## src/rtl/dmem_bridge_pkg.sv

```systemverilog
// Shared types and constants for the data-memory bridge.
package dmem_bridge_pkg;

    typedef enum logic [1:0] {
        IDLE   = 2'd0,
        REQ    = 2'd1,
        WAIT_R = 2'd2,
        DONE   = 2'd3
    } state_t;

    localparam logic [31:0] ERR_DATA_DEFAULT = 32'hDEAD_BEEF;
    localparam int          CNT_W            = 16;

    // Move the addressed byte lane down to lane 0, zero-filling the top.
    function automatic logic [31:0] lane_align(input logic [31:0] data, input logic [1:0] off);
        return data >> {off, 3'b000};
    endfunction

endpackage

```

## src/rtl/dmem_timeout.sv

```systemverilog
// Watchdog counter for one bus transaction. expired is asserted in the
// cycle whose count would reach LIMIT, so the FSM leaves after exactly
// LIMIT enabled cycles.
module dmem_timeout
    import dmem_bridge_pkg::*;
#(
    parameter int LIMIT = 255
) (
    input  logic clk,
    input  logic rst,
    input  logic clr,
    input  logic en,
    output logic expired
);

    logic [CNT_W-1:0] count;

    // Clear on transaction start, count while a transaction is outstanding.
    always_ff @(posedge clk) begin
        // NOTE: sequential state uses non-blocking assignments so every
        // register samples the pre-edge values, independent of block order.
        if (!rst)
            count <= '0;
        else if (clr)
            count <= '0;
        else if (en)
            count <= count + CNT_W'(1);
    end

    assign expired = en && (count == CNT_W'(LIMIT - 1));

endmodule

```

## src/rtl/dmem_bridge.sv

```systemverilog
// Bridge from the core's combinational data port to a valid/ready bus.
// Each access is latched, issued as one bus transaction, and the core is
// stalled until the write is accepted, read data returns, or the watchdog
// aborts the access.
module dmem_bridge
    import dmem_bridge_pkg::*;
#(
    parameter int          TIMEOUT_CYCLES = 255,
    parameter logic [31:0] ERR_DATA       = ERR_DATA_DEFAULT
) (
    input  logic        clk,
    input  logic        rst,
    input  logic        cpu_read,
    input  logic [3:0]  cpu_write,
    input  logic [31:0] cpu_addr,
    input  logic [31:0] cpu_wdata,
    output logic [31:0] cpu_rdata,
    output logic        cpu_stall,
    output logic        bus_valid,
    input  logic        bus_ready,
    output logic        bus_we,
    output logic [3:0]  bus_strb,
    output logic [31:0] bus_addr,
    output logic [31:0] bus_wdata,
    input  logic        bus_rvalid,
    input  logic [31:0] bus_rdata,
    output logic        err
);

    state_t     state;
    state_t     state_next;
    logic       request;
    logic       accept;
    logic       handshake;
    logic       expired;
    logic       abort;
    logic [1:0] off_q;

    assign request   = cpu_read | (|cpu_write);
    assign accept    = (state == IDLE) && request;
    assign handshake = bus_valid && bus_ready;

    // A response or handshake in the expiry cycle takes precedence.
    assign abort = expired && (((state == REQ) && !handshake) ||
                               ((state == WAIT_R) && !bus_rvalid));

    dmem_timeout #(
        .LIMIT (TIMEOUT_CYCLES)
    ) u_timeout (
        .clk     (clk),
        .rst     (rst),
        .clr     (accept),
        .en      ((state == REQ) || (state == WAIT_R)),
        .expired (expired)
    );

    // State register.
    always_ff @(posedge clk) begin
        if (!rst)
            state <= IDLE;
        else
            state <= state_next;
    end

    // Next-state logic.
    always_comb begin
        // NOTE: the default assignment up front keeps this block purely
        // combinational; a missing branch would otherwise infer a latch.
        state_next = state;
        case (state)
            IDLE:    if (request) state_next = REQ;
            REQ: begin
                if (handshake)
                    state_next = bus_we ? DONE : WAIT_R;
                else if (expired)
                    state_next = DONE;
            end
            WAIT_R:  if (bus_rvalid || expired) state_next = DONE;
            DONE:    state_next = IDLE;
            default: state_next = IDLE;
        endcase
    end

    // Outputs decoded from state; stall is combinational on the request in IDLE.
    always_comb begin
        bus_valid = (state == REQ);
        cpu_stall = accept || (state == REQ) || (state == WAIT_R);
    end

    // Latch the access fields when a request is accepted; writes win over reads.
    always_ff @(posedge clk) begin
        if (!rst) begin
            bus_we    <= 1'b0;
            bus_strb  <= 4'b0000;
            bus_addr  <= 32'h0;
            bus_wdata <= 32'h0;
            off_q     <= 2'b00;
        end else if (accept) begin
            bus_we    <= |cpu_write;
            bus_strb  <= (|cpu_write) ? cpu_write : 4'b1111;
            bus_addr  <= {cpu_addr[31:2], 2'b00};
            bus_wdata <= cpu_wdata;
            off_q     <= cpu_addr[1:0];
        end
    end

    // Capture aligned read data, or the error pattern when a read is aborted.
    always_ff @(posedge clk) begin
        if (!rst)
            cpu_rdata <= 32'h0;
        else if ((state == WAIT_R) && bus_rvalid)
            cpu_rdata <= lane_align(bus_rdata, off_q);
        else if (abort && !bus_we)
            cpu_rdata <= ERR_DATA;
    end

    // Sticky timeout flag, cleared only by reset.
    always_ff @(posedge clk) begin
        if (!rst)
            err <= 1'b0;
        else if (abort)
            err <= 1'b1;
    end

endmodule

```

## config.mk

```make
export PLATFORM = sky130hd
export DESIGN_NAME = dmem_bridge
export DESIGN_NICKNAME = d
export VERILOG_FILES = /design/src/rtl/dmem_bridge_pkg.sv /design/src/rtl/dmem_timeout.sv /design/src/rtl/dmem_bridge.sv
export SDC_FILE = /design/constraint.sdc
export NUM_CORES = 1
export LEC_CHECK = 0
export ABC_AREA = 1
export CAP_MARGIN = 20
export CORE_MARGIN = 4
export CORE_UTILIZATION = 30
export DETAILED_ROUTE_END_ITERATION = 8
export PLACE_DENSITY = 0.6
export SLEW_MARGIN = 20
export SYNTH_ARGS = -nofsm -noshare
export SYNTH_HDL_FRONTEND = slang
export SYNTH_SLANG_ARGS = --single-unit
```

## constraint.sdc

```tcl
create_clock -name clk -period 2.5 [get_ports clk]
set_clock_uncertainty 0.15 [all_clocks]
set_input_delay 0.375 -clock clk [delete_from_list [all_inputs] [get_ports clk]]
set_output_delay 0.375 -clock clk [all_outputs]
set_load 0.02 [all_outputs]
```

==> results.py <==
metrics = {
    "run_status": {
        "outcome": "finished clean",
    },
    "clocking": {
        "cts.sinks": 120,
        "path_clk_slew_ns": 0.05,
        "clock_latency_ns": 0.40,
        "cts_tree": "built",
        "root_buffer": "clkbuf_16",
        "clock_path_buffers": 2,
        "htree_num_levels": 4,
        "cts_resized": 1,
        "hold_buffers": 0,
        "cts_setup_buffers": 0,
        "cts_made_buffers": 17,
    },
    "timing": {
        "hold_viol": 0,
        "maxSlewViolCount": 0,
        "maxSlewHeadroom": 0.5581,
        "final-setup-viol-count": 0,
        "tightest_slew_ns": 0.6588,
        "fin_setup_tns_ns": 0,
        "rsz0062_at_grt": "no",
        "timing.final.ws_setup_ns": 0.3184,
        "fin_crit_ns": 2.182,
        "fin_crit_sh": 0.8726,
        "max_freq_ghz": 0.4584,
    },
    "synth": {
        "syn_area_um2": 5175,
        "synth.area.top_cells": "dfxtp_1 (46%), nor2_1 (12%), o21ai_0 (9.9%)",
        "ys_types": 39,
        "synthCells": 707,
        "ys_ff_latch": 120,
        "yosys_warnings": 0,
        "synth.top_cell.area_share": 0.4642,
        "yosysSeqAreaShare": 0.4642,
        "synth_area_per_cell_um2": 7.320,
        "synth-async-reset-ratio": 0,
        "ys.flop_type": "dfxtp_1",
        "yosys.area.top_type": "dfxtp_1",
        "synth_edf_count": 0,
    },
    "layout": {
        "n_fill_cell": 1716,
        "diodes": 0,
        "drive_gt1_frac": 0.08923,
        "final_common_cell": "clkdlybuf4s50_1",
        "syn2layout_area_growth_pct": 55.95,
        "nets": 1018,
        "final_cell_mix": "clkdlybuf4s50_1 (204), nor2_1 (170), dfxtp_1 (120)",
    },
    "place": {
        "io_buffers": 206,
        "place_ws_ns": 0.08094,
        "gp_congestion": 0.8165,
        "place_hpwl_um": 11220,
    },
    "drt": {
        "via_per_inst": 4.450,
        "drc_errors": 0,
        "first_iter_violations": 189,
        "antenna_left": 0,
        "vias": 5068,
        "drtPass1Iterations": 4,
        "wl_per_cell_um": 13.74,
        "wl_um": 15650,
    },
    "pwr": {
        "p_leak_nw": 3.339,
        "power_density_nw_per_um2": 1090,
        "peakVddDrop_uv": 740.5,
    },
    "worst_setup_path": {
        "setup.worst_path.start_class": "register",
        "worstPathMaxFanout": 4,
        "slowest_stage": "clkdlybuf4s50_1",
        "worstSetupPathType": "reg2out",
        "worstSetupEndpointType": "output port",
        "startpoint": "state[1]",
        "max_stage_delay_ns": 0.63,
        "crit_buf_inv": 2,
        "cp.required_ns": 1.98,
        "path_cells": "inv_1, ha_1, clkdlybuf4s50_1",
        "critPathTopFamily": "buffers and inverters",
        "r2r-start": "state[0]",
        "worstPathArrival_ns": 1.66,
    },
    "global_route": {
        "antenna_found_initial": 1,
        "grt_pass1_wl_um": 25240,
        "grt_remaining_overflow": 0,
        "globalRouteTotalUtil": 0.1607,
        "grt_pass1_vias": 4980,
        "grt_max_degree": 76,
    },
    "floorplanning": {
        "fp.coreArea_um2": 16760,
        "die_h_um": 139.3,
        "fp-row-count": 47,
        "pin_count": 209,
        "start_util": 0.3088,
        "die_area_um2": 19420,
        "fp.dieW_um": 139.3,
    },
    "worst_hold_path": {
        "hold_start": "err",
        "hp-class": "reg2reg",
    },
    "run": {
        "cap_violations": 0,
    },
}
## worst min-delay path, stage by stage (launching register included)
cell     delay (ns)
dfxtp_1        0.31
inv_1          0.05
a21oi_1        0.05
## path summary, 6_finish.rpt
path              slack, ns                  end  cells after the start
hold / removal         0.30                  err                      2
setup / recovery       0.32            bus_valid                      3
hold reg to reg        0.30                  err                      2
setup reg to reg       0.49  u_timeout.count[13]                     11
## area by class of cell
class	count	area [um^2]	area share
sequential	120	2402	0.2977
timing repair buffer	221	2210	0.2738
clock buffer	21	450.4	0.05581
inverter	64	240.2	0.02977
clock inverter	9	173.9	0.02155
tap	220	275.3	0.03411
multi-input combinational	484	2318	0.2873
## cells in the mapped netlist, types with 2 or more instances
cell type	number
a21oi_2	2
o21ai_1	3
nand3_1	25
nand4_1	2
nor3_1	3
inv_1	57
xor2_1	5
o21ai_0	102
o21ai_2	5
nor2_2	2
ha_1	5
nand2_1	87
nor2_4	4
buf_4	2
o21bai_2	5
xnor2_1	2
inv_2	6
clkbuf_1	22
buf_2	11
or2_0	2
nand2_2	7
nor2_1	170
a21oi_1	39
dfxtp_1	120
or2_2	2
o22ai_1	2
buf_6	3
## power by group
| group | total [mW] | internal (mW) | switching, mW | leakage (nW) |
|---|---|---|---|---|
| registers | 2.66 | 2.40 | 0.267 | 0.988 |
| clock network | 2.63 | 1.78 | 0.846 | 0.307 |
| logic | 3.50 | 1.48 | 2.02 | 2.04 |
## routing by layer
metal,global-route usage,routed length (um),vias to the layer above
li1,-,-,2646
met1,0.1914,6748,2225
met2,0.2463,6893,172
met3,0.08576,1669,23
met4,0.05870,327,2
met5,0,12,-
## metrics by stage
step	hold slack (ns)	util	cell area (um^2)	power (mW)	cells
after floorplan	0.3021	-	5179	4.689	708
after global placement	0.2917	0.4440	7441	6.234	1109
after detailed placement	0.2954	0.4440	7441	6.238	1109
after CTS	0.3033	0.4814	8068	8.921	1139
after global routing	0.3226	0.4815	8070	9.370	1139
final	0.3003	0.4815	8070	8.793	1139
## registers in the layout, summed over array words and instances, names as in the netlist
name	cells
bus_we	1
cpu_rdata	32
state	2
bus_strb	4
err	1
off_q	2
bus_wdata	32
bus_addr	30
u_timeout.count	16
## cells by family after synthesis
kind of cell	synth area share
AO/OA/AOI/OAI	0.1702
flip-flops	0.4642
other	0.0007246
multiplexers	0.001934
adder cells (fa/ha/maj)	0.01209
XOR/XNOR	0.01185
buffers and inverters	0.08897
AND/OR/NAND/NOR	0.2500
Power figures use the tool's default switching activity.
